==> config.mk <==
export PLATFORM = sky130hd
export DESIGN_NAME = prio_scan_encoder_flat
export DESIGN_NICKNAME = d
export VERILOG_FILES = /design/src/rtl/prio_scan_encoder_if.sv /design/src/rtl/prio_scan_encoder.sv /design/src/flat_wrapper.sv
export SDC_FILE = /design/constraint.sdc
export NUM_CORES = 1
export LEC_CHECK = 0
export ABC_AREA = 1
export CORE_MARGIN = 3
export CORE_UTILIZATION = 44
export DETAILED_ROUTE_END_ITERATION = 16
export HOLD_SLACK_MARGIN = 0.12
export PLACE_DENSITY = 0.71
export SETUP_SLACK_MARGIN = 0.15
export SLEW_MARGIN = 20
export SYNTH_ARGS = -nofsm -noshare
export SYNTH_HDL_FRONTEND = slang
export SYNTH_SLANG_ARGS = --single-unit
==> constraint.sdc <==
create_clock -name clk -period 2.8 [get_ports clk]
set_input_delay 0.7 -clock clk [delete_from_list [all_inputs] [get_ports clk]]
set_output_delay 0.7 -clock clk [all_outputs]
set_load 0.05 [all_outputs]
==> src/rtl/prio_scan_encoder_if.sv <==
// Request-vector capture and index-stream bundle for prio_scan_encoder.
// slave = the encoder; master = the producer/consumer driving it.
interface prio_scan_encoder_if #(
    parameter int WIDTH = 8
);
    localparam int IDX_W = $clog2(WIDTH);

    logic [WIDTH-1:0] Din;
    logic             Din_valid;
    logic             Din_ready;
    logic [IDX_W-1:0] Dout;
    logic             Dout_valid;
    logic             Dout_ready;
    logic             Dout_last;
    logic [IDX_W:0]   Count;
    logic             Zero_drop;

    modport master (
        output Din, Din_valid, Dout_ready,
        input  Din_ready, Dout, Dout_valid, Dout_last, Count, Zero_drop
    );

    modport slave (
        input  Din, Din_valid, Dout_ready,
        output Din_ready, Dout, Dout_valid, Dout_last, Count, Zero_drop
    );
endinterface

==> src/rtl/prio_scan_encoder.sv <==
// Captures a multi-hot vector and streams each set-bit index in priority order; first index 1 cycle after capture.
// Din_ready is low for the whole scan; Dout_ready low holds the current index and mask unchanged.
module prio_scan_encoder #(
    parameter int WIDTH     = 8,
    parameter bit MSB_FIRST = 1'b1
) (
    input  logic                 clk,
    input  logic                 rst,
    prio_scan_encoder_if.slave   bus
);
    localparam int IDX_W = $clog2(WIDTH);

    typedef enum logic {IDLE, SCAN} state_t;

    state_t           state_q, state_d;
    logic [WIDTH-1:0] mask_q, mask_d;
    logic [IDX_W:0]   count_q, count_d;
    logic             zero_drop_q, zero_drop_d;

    logic [IDX_W-1:0] pick_idx;
    logic             pick_last;
    logic [IDX_W:0]   din_pop;
    logic             din_rdy;
    logic             dout_vld;
    logic             accept;
    logic             take;

    assign din_rdy  = (state_q == IDLE) & ~rst;
    assign dout_vld = (state_q == SCAN);
    assign accept   = bus.Din_valid & din_rdy;
    assign take     = dout_vld & bus.Dout_ready;

    // Later loop hits overwrite earlier ones, so scan order sets the priority.
    always_comb begin
        pick_idx = '0;
        if (MSB_FIRST) begin
            for (int i = 0; i < WIDTH; i++)
                if (mask_q[i]) pick_idx = IDX_W'(i);
        end else begin
            for (int i = WIDTH - 1; i >= 0; i--)
                if (mask_q[i]) pick_idx = IDX_W'(i);
        end
        pick_last = (mask_q != '0) && ((mask_q & (mask_q - WIDTH'(1))) == '0);
    end

    always_comb begin
        din_pop = '0;
        for (int i = 0; i < WIDTH; i++)
            din_pop = din_pop + {{IDX_W{1'b0}}, bus.Din[i]};
    end

    always_ff @(posedge clk) begin
        if (rst) begin
            state_q     <= IDLE;
            mask_q      <= '0;
            count_q     <= '0;
            zero_drop_q <= 1'b0;
        end else begin
            state_q     <= state_d;
            mask_q      <= mask_d;
            count_q     <= count_d;
            zero_drop_q <= zero_drop_d;
        end
    end

    always_comb begin
        state_d = state_q;
        case (state_q)
            IDLE:    if (accept && bus.Din != '0) state_d = SCAN;
            SCAN:    if (take && pick_last)       state_d = IDLE;
            default: state_d = IDLE;
        endcase
    end

    // An all-zero vector updates Count and pulses Zero_drop but never touches the mask.
    always_comb begin
        mask_d      = mask_q;
        count_d     = count_q;
        zero_drop_d = 1'b0;
        if (accept) begin
            count_d     = din_pop;
            zero_drop_d = (bus.Din == '0);
            if (bus.Din != '0) mask_d = bus.Din;
        end
        if (take)
            mask_d = mask_q & ~(WIDTH'(1) << pick_idx);
    end

    always_comb begin
        bus.Din_ready  = din_rdy;
        bus.Dout_valid = dout_vld;
        bus.Dout       = dout_vld ? pick_idx : '0;
        bus.Dout_last  = dout_vld & pick_last;
        bus.Count      = count_q;
        bus.Zero_drop  = zero_drop_q;
    end
endmodule

==> src/flat_wrapper.sv <==
// flat-port wrapper written by rule: the top's interface ports become plain ports
module prio_scan_encoder_flat 
#(
    parameter int WIDTH     = 8,
    parameter bit MSB_FIRST = 1'b1
)
  (clk, rst, bus_Din, bus_Din_valid, bus_Dout_ready, bus_Din_ready, bus_Dout, bus_Dout_valid, bus_Dout_last, bus_Count, bus_Zero_drop);
  prio_scan_encoder_if #(.WIDTH(WIDTH)) bus_i ();
  input  logic clk;
  input  logic rst;
  input wire logic [$bits(bus_i.Din)-1:0] bus_Din;
  input wire logic [$bits(bus_i.Din_valid)-1:0] bus_Din_valid;
  input wire logic [$bits(bus_i.Dout_ready)-1:0] bus_Dout_ready;
  output wire logic [$bits(bus_i.Din_ready)-1:0] bus_Din_ready;
  output wire logic [$bits(bus_i.Dout)-1:0] bus_Dout;
  output wire logic [$bits(bus_i.Dout_valid)-1:0] bus_Dout_valid;
  output wire logic [$bits(bus_i.Dout_last)-1:0] bus_Dout_last;
  output wire logic [$bits(bus_i.Count)-1:0] bus_Count;
  output wire logic [$bits(bus_i.Zero_drop)-1:0] bus_Zero_drop;
  assign bus_i.Din = bus_Din;
  assign bus_i.Din_valid = bus_Din_valid;
  assign bus_i.Dout_ready = bus_Dout_ready;
  assign bus_Din_ready = bus_i.Din_ready;
  assign bus_Dout = bus_i.Dout;
  assign bus_Dout_valid = bus_i.Dout_valid;
  assign bus_Dout_last = bus_i.Dout_last;
  assign bus_Count = bus_i.Count;
  assign bus_Zero_drop = bus_i.Zero_drop;
  prio_scan_encoder #(.WIDTH(WIDTH), .MSB_FIRST(MSB_FIRST)) u_core (.clk(clk), .rst(rst), .bus(bus_i));
endmodule
# [Word-level counts from Yosys, hierarchy flattened]
# Index checks and enable logic that the tools add are counted.
[word_totals] regBits=14 latch_bits=0 mem_bits_rw=0 rom_bits=0 inputBits=12 out_inout_bits=11 elab_cells=48 n_memories=0
[classes] add_sub_neg=8 mul=0 div_mod_pow=0 order_cmp=0 n_eq_ne=0 shift=1 n_mux=14 bitwise=10 n_reduce_logical=11
[op_table] op="4-bit by 1-bit adder with 4-bit output" count=6
[op_table] op="8-bit 2-to-1 mux" count=3
[op_table] op="3-bit 2-to-1 mux" count=7
[op_table] op="8-bit AND" count=2
[op_table] op="8-bit zero test" count=2
[op_table] op="8-bit nonzero test" count=2
[op_table] op="8-bit inverter" count=1
[op_table] op="1-bit by 3-bit << shifter with 8-bit output, first input constant" count=1
[op_table] op="8-bit by 1-bit subtractor with 8-bit output, second input constant" count=1
[op_table] op="1-bit AND" count=4
[op_table] op="2-bit nonzero test" count=2
[op_table] op="1-bit logical AND" count=3
[op_table] op="1-bit 2-to-1 mux" count=3
[op_table] op="1-bit inverter" count=3
[op_table] op="1-bit by 1-bit adder with 2-bit output" count=1
[op_table] op="1-bit one-hot mux with 2 select lines" count=1
[op_table] op="2-bit AND reduction" count=1
[op_table] op="2-bit OR reduction" count=1

# [Depth between registers and ports, before layout]
[logic_depth] depth_word=11 depth_mapped=11 mapped_depth_nobuf=11

# [Worst setup path before layout]
# OpenSTA, ideal clock, no wires.
[synth_path] path_type="input port to flip-flop" start="in bus_Din[0]" end="reg u_core.count_q[1], in the netlist u_core.bus.Count[1]" setup_ns=0.070 arrival_time_ns=2.932 required_time_ns=2.730 path_slack_ns=-0.202 stages=10 path_buffers=0 path_cell_list="inv_1 -> ha_1 -> inv_1 -> fa_1 -> fa_1 -> inv_1 -> fa_1 -> inv_1 -> fa_1 -> a21oi_1"
[synth_via] elab_chain_len=7
[synth_rtl] item="from (decl)" line="flat_wrapper.sv:11" source="input wire logic [$bits(bus_i.Din)-1:0] bus_Din;"
[synth_rtl] item="1-bit by 1-bit adder with 2-bit output" line="prio_scan_encoder.sv:49" source="din_pop = din_pop + {{IDX_W{1'b0}}, bus.Din[i]};"
[synth_rtl] item="4-bit by 1-bit adder with 4-bit output (6 in a row)" line="prio_scan_encoder.sv:49"
[synth_rtl] item="to (signal assigned)" line="prio_scan_encoder.sv:61" source="count_q <= count_d;"
[synth_rtl] item="to (decl)" line="prio_scan_encoder.sv:17" source="logic [IDX_W:0] count_q, count_d;"
# No other way between the ends.
# A chain may end at the register's enable or synchronous reset.

# [Worst setup path in the final report]
[layout_path] start="in bus_Din[1]" end="reg u_core.count_q[1], in the netlist u_core.bus.Count[1]"
# The elaborated chain is that of the path after synthesis.

==> flow_metrics.tcl <==
set metrics [dict create \
    outcome "finished clean" \
    crit_path_cell_trace "buf_8 -> inv_8 -> ha_4 -> inv_2 -> fa_1 -> fa_1 -> inv_2 -> fa_2 -> inv_2 -> fa_2 -> a21oi_2" \
    multi_input_area_um2 629 \
    fin_skew_ns 0.00634 \
    drt-initial-drc-count 19 \
    cts_hold_buf 0 \
    fin_nets 190 \
    clockRootBuffer "clkbuf_4" \
    fin_cells 196 \
    grt_pass1_vias 879 \
    drtPass1Iterations 4 \
    yosysUniqueCellTypes 23 \
    startpoint "bus_Din[1]" \
    slew_headroom 0.665 \
    cp-endpoint "u_core.bus.Count[1]$_SDFFE_PP0P_" \
    critPathRequiredTime_ns 3.02 \
    yosysSeqAreaShare 0.281 \
    die_h_um 53.6 \
    path_clk_slew_ns 0.09 \
    synthCells 139 \
    cts_buffers 3 \
    r2r_end "u_core.bus.Dout_valid$_SDFF_PP0_" \
    cts_tree "built" \
    synth.net_count 159 \
    cts.sink_count 14 \
    routed-via-count 951 \
    hold_viol_final 0 \
    grt_pass1_wl_mm 3.63 \
    gp_congestion 0.838 \
    dp.cells 192 \
    start_util 0.488 \
    ys_warn_count 0 \
    cts_setup_buffers 0 \
    ir_drop_mv 0.265 \
    slew_viol_final 0 \
    regArea_um2 280 \
    setup_slack_ns 0.0109 \
    setup_viol 0 \
    critPathKind "in2reg" \
    cp_slowest_cell "fa_1" \
    die-area_um2 2870 \
    layout_min_cycle_time_ns 2.79 \
    max_freq_mhz 359 \
    hp-class "reg2reg" \
    cts-htree-levels 1 \
    antenna_cells 0 \
    routedWlPerCell_um 10.6 \
    synth-seq-cells 14 \
    avgViaCountPerCell 4.85 \
    rows 16 \
    p_leak_uw 0.000668 \
    cp_max_fo 2 \
    power_density_nw_per_um2 448 \
    overflow 0 \
    crit_path_start_kind "primary input" \
    insertion_delay_ns 0.27 \
    fill_cells 186 \
    finalCritPeriodShare 0.996 \
    antenna_found_initial 0 \
    drv_cap 0 \
    core_area_um2 2040 \
    pre_cts_ws_ns -0.812 \
    cpMostUsedCell "inv_2" \
    rsz0062_at_grt "true" \
    drcViolationCount 0 \
    hold_ws_ns 0.477 \
    worstMarginPinSlew_ns 0.501 \
    io_buffers 22 \
    grt_max_degree 13 \
    clk_path_buf_depth 2 \
    grt_use_total 0.169 \
    worstReg2RegStart "u_core.mask_q[1]$_SDFFE_PP0P_" \
    syn_area_um2 996 \
    io_pins 23 \
    avgSynthCellArea_um2 7.17 \
    drive_gt1_frac 0.225 \
    r2r_cells 8 \
    die_width_um 53.6 \
    hpwl_mm 1.81 \
    antenna_left 0 \
    wirelength_mm 2.08 \
    ff2ff_setup_slack_ns 1.52 \
    critPathMaxStageDelay_ns 0.50 \
    arrival_ns 3.01 \
    area_growth_pct 37.8 \
    cp-end-kind "register" \
]
## per-stage QoR
| step | cell area [um^2] | power (uW) | utilization | setup TNS [ns] |
|---|---|---|---|---|
| 2_1_floorplan | 1040 | 398 | - | -0.196 |
| 3_3_place_gp | 1320 | 469 | 0.646 | -2.45 |
| 3_5_place_dp | 1320 | 474 | 0.646 | -2.53 |
| 4_1_cts | 1360 | 617 | 0.668 | -0.127 |
| 5_1_grt | 1370 | 660 | 0.672 | -0.0786 |
| 6_report | 1370 | 615 | 0.672 | 0 |
## routing by layer
layer	GRT usage	vias to the layer above	part of all wire
met4	0.0511	0	0.0086
met5	0	-	0
met2	0.280	20	0.48
met1	0.227	420	0.47
met3	0.0249	2	0.040
li1	-	509	-
## power by group
group / internal, uW / leakage, uW / switching, uW / total (uW)
logic: 99.7 / 0.000532 / 147 / 247
registers: 214 / 0.000115 / 11.8 / 226
clock network: 79.0 / 0.0000210 / 63.7 / 143
total: 393 / 0.000668 / 223 / 615
## registers in the layout (all words and copies together) (netlist names)
signal,flops
u_core.bus.Count,4
u_core.bus.Dout_valid,1
u_core.mask_q,8
u_core.bus.Zero_drop,1
## layout make-up
type | instances | area share
multi-input combinational | 99 | 0.459
tap | 27 | 0.0246
clock buffer | 4 | 0.0264
inverter | 24 | 0.0784
sequential | 14 | 0.204
timing repair buffer | 28 | 0.208
## worst min-delay path by stage
| stage | from | end | slack (ns) | cells past startpoint |
|---|---|---|---|---|
| 5_1_grt | u_core.bus.Count[0]$_SDFFE_PP0P_ | u_core.bus.Count[0]$_SDFFE_PP0P_ | 0.50 | 2 |
| 6_report | u_core.bus.Count[0]$_SDFFE_PP0P_ | u_core.bus.Count[0]$_SDFFE_PP0P_ | 0.48 | 2 |
| 3_3_place_gp | u_core.bus.Count[0]$_SDFFE_PP0P_ | u_core.bus.Count[0]$_SDFFE_PP0P_ | 0.46 | 2 |
| 4_1_cts | u_core.bus.Count[0]$_SDFFE_PP0P_ | u_core.bus.Count[0]$_SDFFE_PP0P_ | 0.48 | 2 |
| 2_1_floorplan | u_core.mask_q[0]$_SDFFE_PP0P_ | u_core.mask_q[0]$_SDFFE_PP0P_ | 0.45 | 2 |
| 3_5_place_dp | u_core.bus.Count[0]$_SDFFE_PP0P_ | u_core.bus.Count[0]$_SDFFE_PP0P_ | 0.47 | 2 |
## cells by family after synthesis
kind of cell / after synthesis / synth area share
compound gates: 25 / 0.148
xor+xnor: 1 / 0.00880
fa+ha+maj: 8 / 0.131
buf+inv: 26 / 0.118
flops: 14 / 0.281
simple gates: 65 / 0.313
## cell usage after synthesis
cell type	number	area [um^2]
nand2_1	31	116
inv_1	20	75.1
nand3_1	15	75.1
dfxtp_1	14	280
nor2_1	11	41.3
a21oi_1	10	50.1
o21ai_0	8	40.0
fa_1	4	80.1
ha_1	4	50.1
inv_2	3	11.3
nor2_2	3	18.8
o21ai_1	3	15.0
buf_6	2	22.5
nand2_4	2	22.5
a211oi_1	1	7.51
a211oi_2	1	12.5
a21oi_4	1	16.3
a31oi_1	1	6.26
inv_6	1	8.76
nand4_4	1	21.3
nor2_4	1	11.3
nor3_1	1	5.00
xor2_1	1	8.76
## layout by cell type (no fill, tap or decap), drive strengths merged, types with 4 or more instances in the layout
cell,n
buf,10
a21oi,11
o21ai,11
ha,4
fa,4
clkdlybuf4s50,14
nand3,15
clkbuf,4
nand2,33
inv,24
dfxtp,14
nor2,15
## worst max-delay path, delay by kind of cell
family	cells	cell delay [ns]
fa+ha+maj	5	1.94
buf+inv	5	0.25
compound gates	1	0.12
## timing repair
| action | 4_1_cts | 5_1_grt |
|---|---|---|
| endpoints found under the setup margin | 4 | 5 |
| resized for setup | 16 | 4 |
| pin swaps | 8 | 4 |
Note: power is estimated with default switching activity, not from simulation.
